==> config.mk <==
export PLATFORM = sky130hd
export DESIGN_NAME = uart_rx_frame_flat
export DESIGN_NICKNAME = d
export VERILOG_FILES = /design/src/rtl/uart_rx_frame_if.sv /design/src/rtl/uart_rx_frame.sv /design/src/flat_wrapper.sv
export SDC_FILE = /design/constraint.sdc
export NUM_CORES = 1
export LEC_CHECK = 0
export CAP_MARGIN = 40
export CORE_MARGIN = 10
export CORE_UTILIZATION = 54
export CTS_BUF_LIST = sky130_fd_sc_hd__clkbuf_4 sky130_fd_sc_hd__clkbuf_8
export CTS_CLUSTER_SIZE = 12
export DETAILED_ROUTE_END_ITERATION = 7
export PLACE_DENSITY = 0.75
export RECOVER_POWER = 25
export SLEW_MARGIN = 15
export SYNTH_ARGS = -nofsm -noshare
export SYNTH_HDL_FRONTEND = slang
export SYNTH_SLANG_ARGS = --single-unit
==> constraint.sdc <==
create_clock -name i_clk -period 2.1 [get_ports i_clk]
set_clock_uncertainty 0.05 [all_clocks]
set_input_delay 0.42 -clock i_clk [delete_from_list [all_inputs] [get_ports i_clk]]
set_output_delay 0.42 -clock i_clk [all_outputs]
set_load 0.03 [all_outputs]
==> src/rtl/uart_rx_frame_if.sv <==
// Serial line plus received-word handshake for uart_rx_frame.
// master = receiver side, slave = line driver / word consumer.
interface uart_rx_frame_if #(
    parameter int DBIT = 8
);
    logic            i_rx;
    logic            i_ready;
    logic [DBIT-1:0] o_data;
    logic            o_valid;
    logic            o_frame_err;
    logic            o_parity_err;
    logic            o_overrun;
    logic            o_busy;

    modport master (
        input  i_rx, i_ready,
        output o_data, o_valid, o_frame_err,
        output o_parity_err, o_overrun, o_busy
    );

    modport slave (
        output i_rx, i_ready,
        input  o_data, o_valid, o_frame_err,
        input  o_parity_err, o_overrun, o_busy
    );
endinterface

==> src/rtl/uart_rx_frame.sv <==
// Oversampling UART receiver with one-entry holding register.
// Optional even-parity bit enabled by defining UART_RX_PARITY_EN.
module uart_rx_frame #(
    parameter int DBIT    = 8,
    parameter int SB_TICK = 16,
    parameter int OVS     = 16,
    parameter int DVSR    = 5,
    parameter int DVSR_W  = 8
) (
    input  logic      i_clk,
    input  logic      i_reset,
    uart_rx_frame_if.master bus
);
    localparam int SMAX = (SB_TICK > OVS) ? SB_TICK : OVS;
    localparam int S_W  = $clog2(SMAX);

    localparam logic [DVSR_W-1:0] DIV_LAST  = DVSR_W'(DVSR - 1);
    localparam logic [S_W-1:0]    S_HALF    = S_W'(OVS / 2 - 1);
    localparam logic [S_W-1:0]    S_BIT     = S_W'(OVS - 1);
    localparam logic [S_W-1:0]    S_STOP    = S_W'(SB_TICK - 1);
    localparam logic [3:0]        N_LAST    = 4'(DBIT - 1);

    typedef enum logic [2:0] {
        S_IDLE, S_START, S_DATA, S_PARITY, S_STOP_ST
    } state_e;

    logic              rx_meta_q, rx_s_q, rx_prev_q;
    logic [DVSR_W-1:0] div_q, div_d;
    logic              tick;
    state_e            state_q, state_d;
    logic [S_W-1:0]    s_q, s_d;
    logic [3:0]        n_q, n_d;
    logic [DBIT-1:0]   sr_q, sr_d;
    logic              perr_q, perr_d;
    logic              done_q, done_d;
    logic              ferr_q, ferr_d;
    logic              busy;

    logic [DBIT-1:0]   data_q, data_d;
    logic              valid_q, valid_d;
    logic              fe_q, fe_d;
    logic              pe_q, pe_d;
    logic              ovr_q, ovr_d;

    assign tick = (div_q == DIV_LAST);

    // State register, synchronizer and all datapath flops
    always_ff @(posedge i_clk) begin
        if (i_reset) begin
            rx_meta_q <= 1'b1;
            rx_s_q    <= 1'b1;
            rx_prev_q <= 1'b1;
            div_q     <= '0;
            state_q   <= S_IDLE;
            s_q       <= '0;
            n_q       <= '0;
            sr_q      <= '0;
            perr_q    <= 1'b0;
            done_q    <= 1'b0;
            ferr_q    <= 1'b0;
            data_q    <= '0;
            valid_q   <= 1'b0;
            fe_q      <= 1'b0;
            pe_q      <= 1'b0;
            ovr_q     <= 1'b0;
        end else begin
            rx_meta_q <= bus.i_rx;
            rx_s_q    <= rx_meta_q;
            rx_prev_q <= rx_s_q;
            div_q     <= div_d;
            state_q   <= state_d;
            s_q       <= s_d;
            n_q       <= n_d;
            sr_q      <= sr_d;
            perr_q    <= perr_d;
            done_q    <= done_d;
            ferr_q    <= ferr_d;
            data_q    <= data_d;
            valid_q   <= valid_d;
            fe_q      <= fe_d;
            pe_q      <= pe_d;
            ovr_q     <= ovr_d;
        end
    end

    // Next state: a start needs a falling edge so a held-low break stays idle
    always_comb begin
        state_d = state_q;
        s_d     = s_q;
        n_d     = n_q;
        sr_d    = sr_q;
        perr_d  = perr_q;
        div_d   = tick ? '0 : div_q + 1'b1;
        unique case (state_q)
            S_IDLE: begin
                if (rx_prev_q && !rx_s_q) begin
                    state_d = S_START;
                    s_d     = '0;
                    div_d   = '0;
                end
            end
            S_START: begin
                if (tick) begin
                    if (s_q == S_HALF) begin
                        s_d = '0;
                        if (!rx_s_q) begin
                            state_d = S_DATA;
                            n_d     = '0;
                            perr_d  = 1'b0;
                        end else begin
                            state_d = S_IDLE;
                        end
                    end else begin
                        s_d = s_q + 1'b1;
                    end
                end
            end
            S_DATA: begin
                if (tick) begin
                    if (s_q == S_BIT) begin
                        s_d  = '0;
                        sr_d = {rx_s_q, sr_q[DBIT-1:1]};
                        if (n_q == N_LAST) begin
`ifdef UART_RX_PARITY_EN
                            state_d = S_PARITY;
`else
                            state_d = S_STOP_ST;
`endif
                        end else begin
                            n_d = n_q + 1'b1;
                        end
                    end else begin
                        s_d = s_q + 1'b1;
                    end
                end
            end
`ifdef UART_RX_PARITY_EN
            S_PARITY: begin
                if (tick) begin
                    if (s_q == S_BIT) begin
                        s_d     = '0;
                        perr_d  = ^{sr_q, rx_s_q};
                        state_d = S_STOP_ST;
                    end else begin
                        s_d = s_q + 1'b1;
                    end
                end
            end
`endif
            S_STOP_ST: begin
                if (tick) begin
                    if (s_q == S_STOP) begin
                        s_d     = '0;
                        state_d = S_IDLE;
                    end else begin
                        s_d = s_q + 1'b1;
                    end
                end
            end
            default: state_d = S_IDLE;
        endcase
    end

    // FSM outputs: busy flag and the stop-sample strobe with its framing result
    always_comb begin
        busy   = (state_q != S_IDLE);
        done_d = (state_q == S_STOP_ST) && tick && (s_q == S_STOP);
        ferr_d = done_d ? ~rx_s_q : ferr_q;
    end

    // Holding register: load completed frame if empty or draining, else overrun
    always_comb begin
        data_d  = data_q;
        valid_d = valid_q;
        fe_d    = fe_q;
        pe_d    = pe_q;
        ovr_d   = ovr_q;
        if (valid_q && bus.i_ready) begin
            valid_d = 1'b0;
        end
        if (done_q) begin
            if (!valid_q || bus.i_ready) begin
                data_d  = sr_q;
                fe_d    = ferr_q;
                pe_d    = perr_q;
                valid_d = 1'b1;
            end else begin
                ovr_d = 1'b1;
            end
        end
    end

    assign bus.o_data      = data_q;
    assign bus.o_valid     = valid_q;
    assign bus.o_frame_err = fe_q;
`ifdef UART_RX_PARITY_EN
    assign bus.o_parity_err = pe_q;
`else
    assign bus.o_parity_err = 1'b0;
`endif
    assign bus.o_overrun   = ovr_q;
    assign bus.o_busy      = busy;
endmodule

==> src/flat_wrapper.sv <==
// flat-port wrapper written by rule: the top's interface ports become plain ports
module uart_rx_frame_flat 
#(
    parameter int DBIT    = 8,
    parameter int SB_TICK = 16,
    parameter int OVS     = 16,
    parameter int DVSR    = 5,
    parameter int DVSR_W  = 8
)
  (i_clk, i_reset, bus_i_rx, bus_i_ready, bus_o_data, bus_o_valid, bus_o_frame_err, bus_o_parity_err, bus_o_overrun, bus_o_busy);
  uart_rx_frame_if #(.DBIT(DBIT)) bus_i ();
  input  logic i_clk;
  input  logic i_reset;
  input wire logic [$bits(bus_i.i_rx)-1:0] bus_i_rx;
  input wire logic [$bits(bus_i.i_ready)-1:0] bus_i_ready;
  output wire logic [$bits(bus_i.o_data)-1:0] bus_o_data;
  output wire logic [$bits(bus_i.o_valid)-1:0] bus_o_valid;
  output wire logic [$bits(bus_i.o_frame_err)-1:0] bus_o_frame_err;
  output wire logic [$bits(bus_i.o_parity_err)-1:0] bus_o_parity_err;
  output wire logic [$bits(bus_i.o_overrun)-1:0] bus_o_overrun;
  output wire logic [$bits(bus_i.o_busy)-1:0] bus_o_busy;
  assign bus_i.i_rx = bus_i_rx;
  assign bus_i.i_ready = bus_i_ready;
  assign bus_o_data = bus_i.o_data;
  assign bus_o_valid = bus_i.o_valid;
  assign bus_o_frame_err = bus_i.o_frame_err;
  assign bus_o_parity_err = bus_i.o_parity_err;
  assign bus_o_overrun = bus_i.o_overrun;
  assign bus_o_busy = bus_i.o_busy;
  uart_rx_frame #(.DBIT(DBIT), .SB_TICK(SB_TICK), .OVS(OVS), .DVSR(DVSR), .DVSR_W(DVSR_W)) u_core (.i_clk(i_clk), .i_reset(i_reset), .bus(bus_i));
endmodule
---- Word level (Yosys, flattened, before mapping) ----
Index checks and enable logic that the tools add are counted.
cells by class
  add/sub/neg operators ................... 3
  multiply operators ...................... 0
  div/mod/pow operators ................... 0
  order comparisons ....................... 0
  eq/ne operators ......................... 18
  shift operators ......................... 0
  mux-type cells .......................... 29
  bitwise gates (word level) .............. 2
  reductions and logical operators ........ 18
operator list
  cell                                                 count
  two-way mux 4 bit                                    11
  two-way mux 3 bit                                    8
  two-way mux 8 bit                                    3
  != test 2 x 1 -> 1 bit, second input constant        9
  one-hot mux 3 bit (4 select lines)                   1
  one-hot mux 4 bit (3 select lines)                   1
  adder 4 x 1 -> 4 bit, second input constant          2
  adder 8 x 1 -> 8 bit, second input constant          1
  equality test 4 x 3 -> 1 bit, second input constant  2
  equality test 8 x 3 -> 1 bit, second input constant  1
  one-hot mux 4 bit (2 select lines)                   1
  AND reduction 8 bit                                  1
  AND reduction 7 bit                                  1
  nonzero test 3 bit                                   2
  equality test 4 bit, second input constant           1
  logical AND 1 bit                                    4
  != test 2 bit, second input constant                 2
  AND reduction 2 bit                                  2
  AND reduction 4 bit                                  1
  equality test 3 x 1 -> 1 bit, second input constant  1
  equality test 3 x 2 -> 1 bit, second input constant  1
  equality test 3 bit, second input constant           1
  zero test 3 bit                                      1
  two-way mux 1 bit                                    3
  other kinds (7)                                      9
word-level totals
  register bits ........................... 43
  bits in latches ......................... 0
  RAM bits ................................ 0
  bits in read-only memories .............. 0
  word-level logic and storage cells ...... 84
  memories kept ........................... 0

---- Depth between registers and ports, before layout ----
  word-level depth ........................ 5
  mapped depth ............................ 8

---- Worst setup path before layout ----
No wires, ideal clock.
  kind .................................... reg2reg
  from .................................... reg u_core.div_q[0]
  to ...................................... reg u_core.div_q[3]
  library setup time ...................... 0.064 ns
  arrival time ............................ 1.566 ns
  data required time ...................... 1.986 ns
  setup slack ............................. 0.420 ns
  stages on the path, launching flop included .. 9
  buffers on the path ..................... 2
  clock period less this slack ............ 1.680 ns
  cells stage by stage .................... dfxtp_1 > inv_1 > ha_1 > nor4b_4 > and2_4 > buf_6 > or3_1 > buf_6 > nor2_1
on the way
  longest elaborated chain between the ends .. 4
  elaborated cells on any way between the ends .. 5
RTL lines
  item                                                                         RTL line                                  source
  start, declared                                                              uart_rx_frame.sv:28                       logic [DVSR_W-1:0] div_q, div_d;
  start signal, assigned                                                       uart_rx_frame.sv:70                       div_q <= div_d;
  adder 8 x 1 -> 8 bit / equality test 8 x 3 -> 1 bit (equally long branches)  uart_rx_frame.sv:93, uart_rx_frame.sv:45
  two-way mux 8 bit *                                                          uart_rx_frame.sv:93                       div_d = tick ? '0 : div_q + 1'b1;
  two-way mux 8 bit                                                            uart_rx_frame.sv:96                       if (rx_prev_q && !rx_s_q) begin
  two-way mux 8 bit *                                                          uart_rx_frame.sv:94                       unique case (state_q)
Mark *: on every way between the ends. The rest lies on a longest branch, timed or not.
A chain may end at the register's enable or synchronous reset.

---- Final worst setup path ----
  from .................................... reg u_core.state_q[1]
  to ...................................... out bus_o_busy
on the way
  longest elaborated chain between the ends .. 1
RTL lines
  item                    RTL line              source
  start, declared         uart_rx_frame.sv:30   state_e state_q, state_d;
  start signal, assigned  uart_rx_frame.sv:71   state_q <= state_d;
  nonzero test 3 bit      uart_rx_frame.sv:166  busy = (state_q != S_IDLE);
  end, declared           flat_wrapper.sv:21    output wire logic [$bits(bus_i.o_busy)-1:0] bus_o_busy;
Every way passes these cells.

==> reports/qor.yml <==
route:
  drtPass1Iterations: 4
  wl_per_cell_um: 14.3
  drtIter0Drc: 80
  via_per_inst: 5.44
  routed_wl_mm: 3.83
  drc: 0
  vias: 1464
  ant_nets: 0
yosys:
  ys_warn_count: 0
  postSynthCellCount: 205
  synth-edff-count: 0
  synth_ff_type: "dfxtp_1"
  synth-seq-area-share: 0.422
  syn_area_mm2: 0.00204
  syn_area_per_cell_um2: 9.95
  synth_fp_nets: 213
  synth_seq_cells: 43
  synthArstFlopShare: 0
  ys_types: 51
critical_path:
  path_max_fanout: 9
  cp-start-kind: "flop"
  cp_cell_sequence: "or3_4 -> dlygate4sd2_1"
  worstPathRequired_ns: 1.63
  crit_type: "reg -> out"
  slowest_stage: "or3_4"
  rr_startpoint: "u_core.div_q[0]"
  endpoint_kind: "output pin"
  critPathArrivalTime_ns: 1.49
  reg2regPathDepth: 7
  r2r_end: "u_core.sr_q[1]"
  ff2ff_setup_slack_ns: 0.34
  max_stage_delay_ns: 0.43
clock_tree:
  cts_root_buf: "clkbuf_8"
  clock_latency_ns: 0.29
  tritoncts.num_buffers: 5
  cts_tree: "done"
  h-tree-depth: 2
  cts.sinks: 43
  clk_pin_slew_worst_paths_ns: 0.08
  cts_resized: 1
  post_cts.repair.setup_buffers: 0
  cts_buffer_depth: 2
  cts_hold_buffers: 0
cells_and_area:
  antennaDiodeCount: 0
  fin_area_mm2: 0.00228
  area_delta_synth_final_pct: 11.8
  nNetsFinal: 228
  drive_gt1_frac: 0.154
  fill_cells: 314
  final_cell_mix: "43 x dfxtp_1, 36 x nor2_1, 20 x mux2i_1"
  final_common_cell: "dfxtp_1"
timing:
  setup_tns_ns: 0
  slew_viol_final: 0
  worst_slack_ns: 0.143
  hold_viol_final: 0
  fmax_ghz: 0.511
  min_period_over_period: 0.932
  worst-slew-pin-transition_ns: 0.696
  rsz0062_at_grt: "false"
  fin_crit_ns: 1.96
  relSlewSlack: 0.536
  setup_viol: 0
  holdWs_ns: 0.379
min_path:
  whs_endpoint: "u_core.rx_s_q"
  worstHoldPathType: "reg -> reg"
  hold_depth: 1
  min_from: "u_core.rx_meta_q"
global_routing:
  grt_max_degree: 37
  antenna_found_initial: 0
  grt_usage: 0.123
  grt.overflow.total: 0
  grt_pass1_vias: 1478
  grt_pass1_wl_mm: 6.41
power:
  peakVddDrop_v: 0.000546
  p_int_uw: 1100
  power_density_mw_per_mm2: 630
  clkPwrFrac: 0.364
  pwr-share-seq: 0.579
  p_comb_frac: 0.057
  power_uw: 1440
  p_sw_frac: 0.232
  p_leak_uw: 0.000994
  p_switching_uw: 334
place:
  dp_hpwl_mm: 2.84
  portBuffers: 15
  dp_slack_ns: 0.211
  gp_congestion: 0.842
  postPlaceCellArea_mm2: 0.00221
die:
  dieArea_mm2: 0.00663
  dieHeight_um: 81.5
  rows: 22
  start_util: 0.557
  io-pin-count: 17
  core-area_mm2: 0.00366
  fp.dieW_um: 81.5
run_status:
  outcome: "completed"
job:
  cap_viol_max_count: 0
synthesized netlist by cell type, drive strengths merged (2+ instances only):
cell     n  area, um2
dfxtp   43        861
nor2    38        148
mux2i   20        200
a21oi   10       72.6
nand3   10       62.6
buf      7       68.8
xor2     7       68.8
and3     5       31.3
nand2    5       18.8
nand2b   5       31.3
o21ai    5       28.8
clkbuf   4       15.0
ha       4       50.1
inv      4       15.0
nor2b    4       32.5
nor3b    4       52.6
and2     3       21.3
nand3b   3       22.5
nand4    2       27.5
nand4b   2       17.5
nor3     2       21.3
nor4b    2       38.8
or2      2       12.5
or3      2       17.5
power by group through the flow:
stage / sequential [uW] / clock (uW) / combinational [uW]
6_report: 832 / 523 / 82.5
2_1_floorplan: 850 / 0 / 71.3
4_1_cts: 832 / 535 / 87.1
5_1_grt: 834 / 567 / 90.2
3_5_place_dp: 851 / 0 / 87.1
3_3_place_gp: 851 / 0 / 83.7
cell type report:
class	count	area, um2	share of cell area
clock buffer	6	76.3	0.0335
inverter	4	15.0	0.00658
clock inverter	2	12.5	0.00549
sequential	43	861	0.377
multi-input combinational	147	1080	0.473
timing repair buffer	19	176	0.0773
tap	48	60.1	0.0263
state kept, by name, summed over array words and instances (netlist names):
signal,count
u_core.rx_meta_q,1
u_core.s_q,4
u_core.n_q,4
u_core.div_q,8
u_core.sr_q,8
u_core.bus.o_frame_err,1
u_core.rx_prev_q,1
u_core.bus.o_overrun,1
u_core.bus.o_valid,1
u_core.bus.o_data,8
u_core.state_q,3
u_core.rx_s_q,1
u_core.done_q,1
u_core.ferr_q,1
cells by family after synthesis:
logic type	count (synthesis)	synth area share
AO/OA/AOI/OAI	24	0.0902
XOR/XNOR	8	0.0380
adder cells (fa/ha/maj)	4	0.0245
buffers and inverters	15	0.0485
flip-flops	43	0.422
multiplexers	20	0.0982
other	1	0.00184
AND/OR/NAND/NOR	90	0.277
stage by stage:
step	util	cells
global placement	0.603	261
CTS	0.627	269
floorplan	-	205
detailed placement	0.603	261
finish	0.623	269
global route	0.623	269
critical path, delay by kind of cell, from the launching register on:
family	cells	cell delay, ns
buffers and inverters	1	0.37
DFF	1	0.39
and+or+nand+nor	1	0.43
worst max path at each step:
stage	startpoint	endpoint	depth (start not counted)
floorplan	u_core.div_q[0]	u_core.div_q[3]	8
global placement	u_core.state_q[1]	bus_o_busy	2
detailed placement	u_core.state_q[1]	bus_o_busy	2
CTS	u_core.state_q[1]	bus_o_busy	2
global route	u_core.state_q[1]	bus_o_busy	2
finish	u_core.state_q[1]	bus_o_busy	2
metal layers:
layer,wire length [um],GRT usage
met5,0,0
met4,76,0.0640
met3,168,0.0415
met2,1980,0.214
met1,1610,0.130
No activity file was read; power rests on OpenSTA's default activity.
